`config.mk`:
```
export PLATFORM = sky130hd
export DESIGN_NAME = wait_time_display_flat
export DESIGN_NICKNAME = d
export VERILOG_FILES = /design/src/rtl/wait_time_display_pkg.sv /design/src/rtl/wait_time_display_if.sv /design/src/rtl/wait_time_display_seg7_digit.sv /design/src/rtl/wait_time_display.sv /design/src/flat_wrapper.sv
export SDC_FILE = /design/constraint.sdc
export NUM_CORES = 1
export LEC_CHECK = 0
export CAP_MARGIN = 20
export CELL_PAD_IN_SITES_DETAIL_PLACEMENT = 0
export CELL_PAD_IN_SITES_GLOBAL_PLACEMENT = 1
export CORE_MARGIN = 2
export CORE_UTILIZATION = 30
export CTS_CLUSTER_DIAMETER = 50
export DETAILED_ROUTE_END_ITERATION = 8
export PLACE_DENSITY_LB_ADDON = 0.1
export SETUP_SLACK_MARGIN = 0.3
export SLEW_MARGIN = 20
export SYNTH_ARGS = -nofsm -noshare
export SYNTH_HDL_FRONTEND = slang
export SYNTH_SLANG_ARGS = --single-unit
export TNS_END_PERCENT = 30
```
`constraint.sdc`:
```
create_clock -name clk -period 3.55 [get_ports clk]
set_input_delay 0.5325 -clock clk [delete_from_list [all_inputs] [get_ports clk]]
set_output_delay 0.5325 -clock clk [all_outputs]
set_load 0.02 [all_outputs]
```
`src/rtl/wait_time_display_pkg.sv`:
```
// Shared constants for the wait-time display: segment codes (active-high, a..g),
// FSM state encoding and the decimal overflow threshold helper.
package sbqm_disp_pkg;

    localparam logic [6:0] SEG_0     = 7'b1111110;
    localparam logic [6:0] SEG_1     = 7'b0110000;
    localparam logic [6:0] SEG_2     = 7'b1101101;
    localparam logic [6:0] SEG_3     = 7'b1111001;
    localparam logic [6:0] SEG_4     = 7'b0110011;
    localparam logic [6:0] SEG_5     = 7'b1011011;
    localparam logic [6:0] SEG_6     = 7'b1011111;
    localparam logic [6:0] SEG_7     = 7'b1110000;
    localparam logic [6:0] SEG_8     = 7'b1111111;
    localparam logic [6:0] SEG_9     = 7'b1111011;
    localparam logic [6:0] SEG_BLANK = 7'b0000000;
    localparam logic [6:0] SEG_DASH  = 7'b0000001;

    typedef enum logic [1:0] {
        ST_IDLE  = 2'd0,
        ST_SHIFT = 2'd1,
        ST_DONE  = 2'd2
    } state_e;

    function automatic longint unsigned pow10(input int n);
        longint unsigned r;
        r = 1;
        for (int i = 0; i < n; i++) r = r * 10;
        return r;
    endfunction

endpackage

```
`src/rtl/wait_time_display_if.sv`:
```
// Load/result bundle between the wait-time calculator and the display converter.
interface wait_time_display_if #(
    parameter int IN_W   = 5,
    parameter int DIGITS = 2
);
    logic                  load;
    logic [IN_W-1:0]       value;
    logic                  busy;
    logic                  valid;
    logic                  overflow;
    logic [7*DIGITS-1:0]   seg;

    modport master (output load, value, input busy, valid, overflow, seg);
    modport slave  (input load, value, output busy, valid, overflow, seg);
endinterface

```
`src/rtl/wait_time_display_seg7_digit.sv`:
```
// One BCD digit to 7-segment pattern; dash overrides blank, which overrides the digit.
module seg7_digit
    import sbqm_disp_pkg::*;
#(
    parameter bit ACTIVE_LOW = 1'b1
) (
    input  logic [3:0] bcd,
    input  logic       blank,
    input  logic       dash,
    output logic [6:0] seg
);

    logic [6:0] code;

    always_comb begin
        code = SEG_BLANK;
        if (dash) begin
            code = SEG_DASH;
        end else if (!blank) begin
            case (bcd)
                4'd0:    code = SEG_0;
                4'd1:    code = SEG_1;
                4'd2:    code = SEG_2;
                4'd3:    code = SEG_3;
                4'd4:    code = SEG_4;
                4'd5:    code = SEG_5;
                4'd6:    code = SEG_6;
                4'd7:    code = SEG_7;
                4'd8:    code = SEG_8;
                4'd9:    code = SEG_9;
                default: code = SEG_BLANK;
            endcase
        end
    end

    assign seg = ACTIVE_LOW ? ~code : code;

endmodule

```
`src/rtl/wait_time_display.sv`:
```
// Sequential binary-to-decimal converter (double-dabble, one bit per clock) driving
// DIGITS seven-segment outputs; the shown value only changes when a conversion completes.
module wait_time_display
    import sbqm_disp_pkg::*;
#(
    parameter int IN_W           = 5,
    parameter int DIGITS         = 2,
    parameter bit SEG_ACTIVE_LOW = 1'b1,
    parameter bit BLANK_LZ       = 1'b1
) (
    input  logic               clk,
    input  logic               rst,
    wait_time_display_if.slave bus
);

    localparam int BW    = 4 * DIGITS;
    localparam int CNT_W = $clog2(IN_W + 1);
    // Compare in a width that holds both the input and 10^6-1 without truncation.
    localparam int CW    = (IN_W > 24) ? IN_W : 24;
    localparam logic [CW-1:0] LIMIT = CW'(pow10(DIGITS) - 1);

    state_e           state_q, state_d;
    logic [IN_W-1:0]  bin_q, bin_d;
    logic [BW-1:0]    bcd_q, bcd_d;
    logic [CNT_W-1:0] cnt_q, cnt_d;
    logic             ovf_pend_q, ovf_pend_d;
    logic [BW-1:0]    disp_bcd_q, disp_bcd_d;
    logic             disp_ovf_q, disp_ovf_d;
    logic             valid_q, valid_d;

    logic [BW-1:0]       adj;
    logic [DIGITS-1:0]   blank;
    logic                hi_nz;
    logic [7*DIGITS-1:0] seg_w;

    always_ff @(posedge clk or posedge rst) begin
        if (rst) begin
            state_q    <= ST_IDLE;
            bin_q      <= '0;
            bcd_q      <= '0;
            cnt_q      <= '0;
            ovf_pend_q <= 1'b0;
            disp_bcd_q <= '0;
            disp_ovf_q <= 1'b0;
            valid_q    <= 1'b0;
        end else begin
            state_q    <= state_d;
            bin_q      <= bin_d;
            bcd_q      <= bcd_d;
            cnt_q      <= cnt_d;
            ovf_pend_q <= ovf_pend_d;
            disp_bcd_q <= disp_bcd_d;
            disp_ovf_q <= disp_ovf_d;
            valid_q    <= valid_d;
        end
    end

    always_comb begin
        adj = bcd_q;
        for (int i = 0; i < DIGITS; i++) begin
            if (bcd_q[4*i +: 4] >= 4'd5) adj[4*i +: 4] = bcd_q[4*i +: 4] + 4'd3;
        end
    end

    always_comb begin
        state_d    = state_q;
        bin_d      = bin_q;
        bcd_d      = bcd_q;
        cnt_d      = cnt_q;
        ovf_pend_d = ovf_pend_q;
        disp_bcd_d = disp_bcd_q;
        disp_ovf_d = disp_ovf_q;
        valid_d    = 1'b0;
        case (state_q)
            ST_IDLE: begin
                if (bus.load) begin
                    bin_d      = bus.value;
                    bcd_d      = '0;
                    cnt_d      = CNT_W'(IN_W);
                    ovf_pend_d = CW'(bus.value) > LIMIT;
                    state_d    = ST_SHIFT;
                end
            end
            ST_SHIFT: begin
                {bcd_d, bin_d} = {adj, bin_q} << 1;
                cnt_d          = cnt_q - CNT_W'(1);
                if (cnt_q == CNT_W'(1)) state_d = ST_DONE;
            end
            ST_DONE: begin
                disp_bcd_d = bcd_q;
                disp_ovf_d = ovf_pend_q;
                valid_d    = 1'b1;
                state_d    = ST_IDLE;
            end
            default: state_d = ST_IDLE;
        endcase
    end

    // Walk from the top digit down; a digit blanks while everything above it is zero.
    always_comb begin
        hi_nz = 1'b0;
        blank = '0;
        for (int i = DIGITS - 1; i >= 1; i--) begin
            hi_nz    = hi_nz | (disp_bcd_q[4*i +: 4] != 4'd0);
            blank[i] = BLANK_LZ && !hi_nz;
        end
    end

    for (genvar g = 0; g < DIGITS; g++) begin : g_dig
        seg7_digit #(.ACTIVE_LOW(SEG_ACTIVE_LOW)) u_dig (
            .bcd   (disp_bcd_q[4*g +: 4]),
            .blank (blank[g]),
            .dash  (disp_ovf_q),
            .seg   (seg_w[7*g +: 7])
        );
    end

    assign bus.seg      = seg_w;
    assign bus.busy     = (state_q != ST_IDLE);
    assign bus.valid    = valid_q;
    assign bus.overflow = disp_ovf_q;

endmodule

```
`src/flat_wrapper.sv`:
```
// flat-port wrapper written by rule: the top's interface ports become plain ports
module wait_time_display_flat import sbqm_disp_pkg::*;
#(
    parameter int IN_W           = 5,
    parameter int DIGITS         = 2,
    parameter bit SEG_ACTIVE_LOW = 1'b1,
    parameter bit BLANK_LZ       = 1'b1
)
  (clk, rst, bus_load, bus_value, bus_busy, bus_valid, bus_overflow, bus_seg);
  wait_time_display_if #(.IN_W(IN_W), .DIGITS(DIGITS)) bus_i ();
  input  logic clk;
  input  logic rst;
  input wire logic [$bits(bus_i.load)-1:0] bus_load;
  input wire logic [$bits(bus_i.value)-1:0] bus_value;
  output wire logic [$bits(bus_i.busy)-1:0] bus_busy;
  output wire logic [$bits(bus_i.valid)-1:0] bus_valid;
  output wire logic [$bits(bus_i.overflow)-1:0] bus_overflow;
  output wire logic [$bits(bus_i.seg)-1:0] bus_seg;
  assign bus_i.load = bus_load;
  assign bus_i.value = bus_value;
  assign bus_busy = bus_i.busy;
  assign bus_valid = bus_i.valid;
  assign bus_overflow = bus_i.overflow;
  assign bus_seg = bus_i.seg;
  wait_time_display #(.IN_W(IN_W), .DIGITS(DIGITS), .SEG_ACTIVE_LOW(SEG_ACTIVE_LOW), .BLANK_LZ(BLANK_LZ)) u_core (.clk(clk), .rst(rst), .bus(bus_i));
endmodule
```
==> impl_metrics.tcl <==
set metrics [dict create \
    status "completed" \
    dieArea_mm2 0.00619 \
    synth_xor_area_share_pct 1.57 \
    syn_nets 208 \
    regToRegEndpoint "u_core.cnt_q[2]" \
    synth-adder-area-share_pct 12.0 \
    ys_seq_area_share_pct 40.4 \
    fin_tns_setup_ns 0 \
    powerDensity_mw_per_mm2 909 \
    std_cell_rows 27 \
    h-tree-depth 1 \
    finalMaxSlewViolations 0 \
    r2r_cells 2 \
    synthDistinctLibCells 36 \
    setup_violations 0 \
    hold_path.class "reg2reg" \
    grt_use_met1_pct 14.3 \
    diodes 0 \
    synth_seq_cells 27 \
    die_y_um 78.7 \
    synthCells 184 \
    r2r_start "u_core.state_q[0]" \
    clkLatencyLatePin_ns 0.27 \
    grt_pass1_vias 1240 \
    final_antenna_net_count 0 \
    post_cts_resize_count 0 \
    coreArea_mm2 0.00544 \
    p_switching_uw 798 \
    synthMuxAreaShare_pct 4.11 \
    start_util_pct 30.8 \
    crit_fanout 5 \
    clockBufferDepth 2 \
    track_usage_pct 11.6 \
    final_cell_mix "dfrtp_1 (27), clkdlybuf4s50_1 (23), nand2_1 (19)" \
    fin_hold_ws_ns 0.492 \
    nets 228 \
    p_clk_share_pct 9.6 \
    worstMarginPinSlew_ns 0.935 \
    grt_pass1_wl_mm 5.78 \
    gp_congestion 0.736 \
    vdd_drop_max_v 0.000336 \
    syn_area_mm2 0.00167 \
    grt_use_met3_pct 1.84 \
    cp.required_ns 3.02 \
    fillers 545 \
    clk_pin_slew_ns 0.09 \
    hold_viol 0 \
    crit_start "u_core.disp_bcd_q[5]" \
    viasPerCell 4.62 \
    grt_max_degree 28 \
    synth_flop_cell "dfrtp_1" \
    area.sequential_um2 676 \
    reg2reg_setup_slack_ns 1.84 \
    grt_use_met2_pct 19.9 \
    cts.sinks 27 \
    period_needed_ns 2.72 \
    antenna_found_initial 0 \
    final_common_cell "dfrtp_1" \
    die_w_um 78.7 \
    skew_ns 0.00588 \
    p_int_mw 1.01 \
    vias 1271 \
    multi_input_area_um2 881 \
    leakage_nw 0.903 \
    busiest_layer "met2" \
    ctsHoldBuffers 0 \
    seqPwrFrac_pct 31.6 \
    wl_per_cell_um 12.0 \
    synth-edff-count 0 \
    wirelength_mm 3.31 \
    maxCapViolations 0 \
    path_class "reg2out" \
    synth_compound_area_share_pct 20.5 \
    pwr-share-comb_pct 58.8 \
    dpl.hpwl_mm 2.48 \
    end_kind "output port" \
    yosys.area_share.simple_pct 14.3 \
    place.port_buffers 23 \
    ys_warn_count 0 \
    synth_top_family_by_area "compound AO/OA/AOI/OAI gates" \
    period_share_pct 76.6 \
    avgSynthCellArea_um2 9.09 \
    sw_frac_of_total_pct 44.2 \
    grt_overflow_total 0 \
    cts_buffers 3 \
    rsz0062_at_grt "false" \
    drt_iter0_drc 32 \
    cts_tree "yes" \
    drc_errors 0 \
    drt_pre_antenna_iters 4 \
    root_buffer "clkbuf_8" \
    cts_setup_buffers 0 \
    cp.arrival_ns 2.19 \
    synthArstFlopShare_pct 100 \
    maxClockFrequency_ghz 0.368 \
    endpoint "bus_seg[10]" \
    startpoint_type "flip-flop" \
    ios 25 \
    drive_above_1_share_pct 5.91 \
    area_growth_pct 18.7 \
    slew_headroom_pct 37.5 \
]
[area by class of cell]
cell class	instances	area share (%)
repair buffers	23	11.6
flip-flops and latches	27	34.0
inverters	17	3.21
multi-input cells	132	44.4
well taps	72	4.54
clock buffers	4	2.27
[stage by stage]
step | utilization, % | setup WS [ns] | area (µm²) | instances | power [mW]
floorplan | - | 1.68 | 1670 | 184 | 1.28
CTS | 36.5 | 0.804 | 1990 | 275 | 1.83
global placement | 35.7 | 1.17 | 1940 | 271 | 1.62
detailed placement | 35.7 | 1.11 | 1940 | 271 | 1.65
global route | 36.5 | 0.705 | 1990 | 275 | 1.98
finish | 36.5 | 0.832 | 1990 | 275 | 1.80
[layer usage]
metal  up-vias  routed length, µm
met4         0                 25
met1       581               1520
met2        27               1610
met3         4                158
met5         -                  0
li1        659                  -
[registers in the layout, indices dropped and copies added, names as in the netlist]
register / count
u_core.bin_q: 5
u_core.bcd_q: 8
u_core.cnt_q: 3
u_core.disp_bcd_q: 8
u_core.state_q: 2
u_core.bus.valid: 1
[cell usage after synthesis, types with 2 or more instances]
library cell  instances  area (µm²)
o21ai_0              16        80.1
a21oi_1              13        65.1
nor2b_1               6        37.5
mux2i_1               2        20.0
dfrtp_1              27         676
mux2_2                3        33.8
inv_1                17        63.8
nand2_1              19        71.3
buf_2                 3        15.0
a21oi_2               2        17.5
o21ai_1               7        35.0
nor2_1               12        45.0
buf_4                 3        22.5
a22o_1                5        43.8
o21bai_1              2        15.0
a22oi_1               6        45.0
ha_1                 16         200
xnor2_1               2        17.5
a31oi_1               4        25.0
nand2b_1              3        18.8
[worst min path at each step]
stage / start / end / slack (ns) / depth (start not counted)
2_1_floorplan: u_core.bcd_q[5] / u_core.bcd_q[5] / 0.46 / 2
3_3_place_gp: u_core.bcd_q[5] / u_core.bcd_q[5] / 0.47 / 2
4_1_cts: u_core.bcd_q[5] / u_core.bcd_q[5] / 0.50 / 2
3_5_place_dp: u_core.bcd_q[5] / u_core.bcd_q[5] / 0.48 / 2
5_1_grt: u_core.cnt_q[1] / u_core.cnt_q[1] / 0.54 / 2
6_report: u_core.bcd_q[5] / u_core.bcd_q[5] / 0.49 / 2
[power groups by stage]
stage               logic, mW  clock network [mW]  registers, mW
finish                   1.06               0.173          0.570
floorplan               0.764                   0          0.512
detailed placement       1.07                   0          0.580
global placement         1.05                   0          0.573
global route             1.19               0.197          0.595
CTS                      1.08               0.183          0.573
[worst max-delay path, cell delays in order, from the launching register on]
cell and delay (ns):
dfrtp_1 0.42, inv_1 0.11, ha_1 0.23, or3_1 0.37, a21oi_1 0.19, a31oi_1 0.06
clkdlybuf4s50_1 0.55
[logic make-up after synthesis]
family | Yosys count
compound gates | 57
simple gates | 49
flops | 27
buf+inv | 25
fa+ha+maj | 16
mux | 6
xor+xnor | 3
other cells | 1
Power figures use the tool's default switching activity.
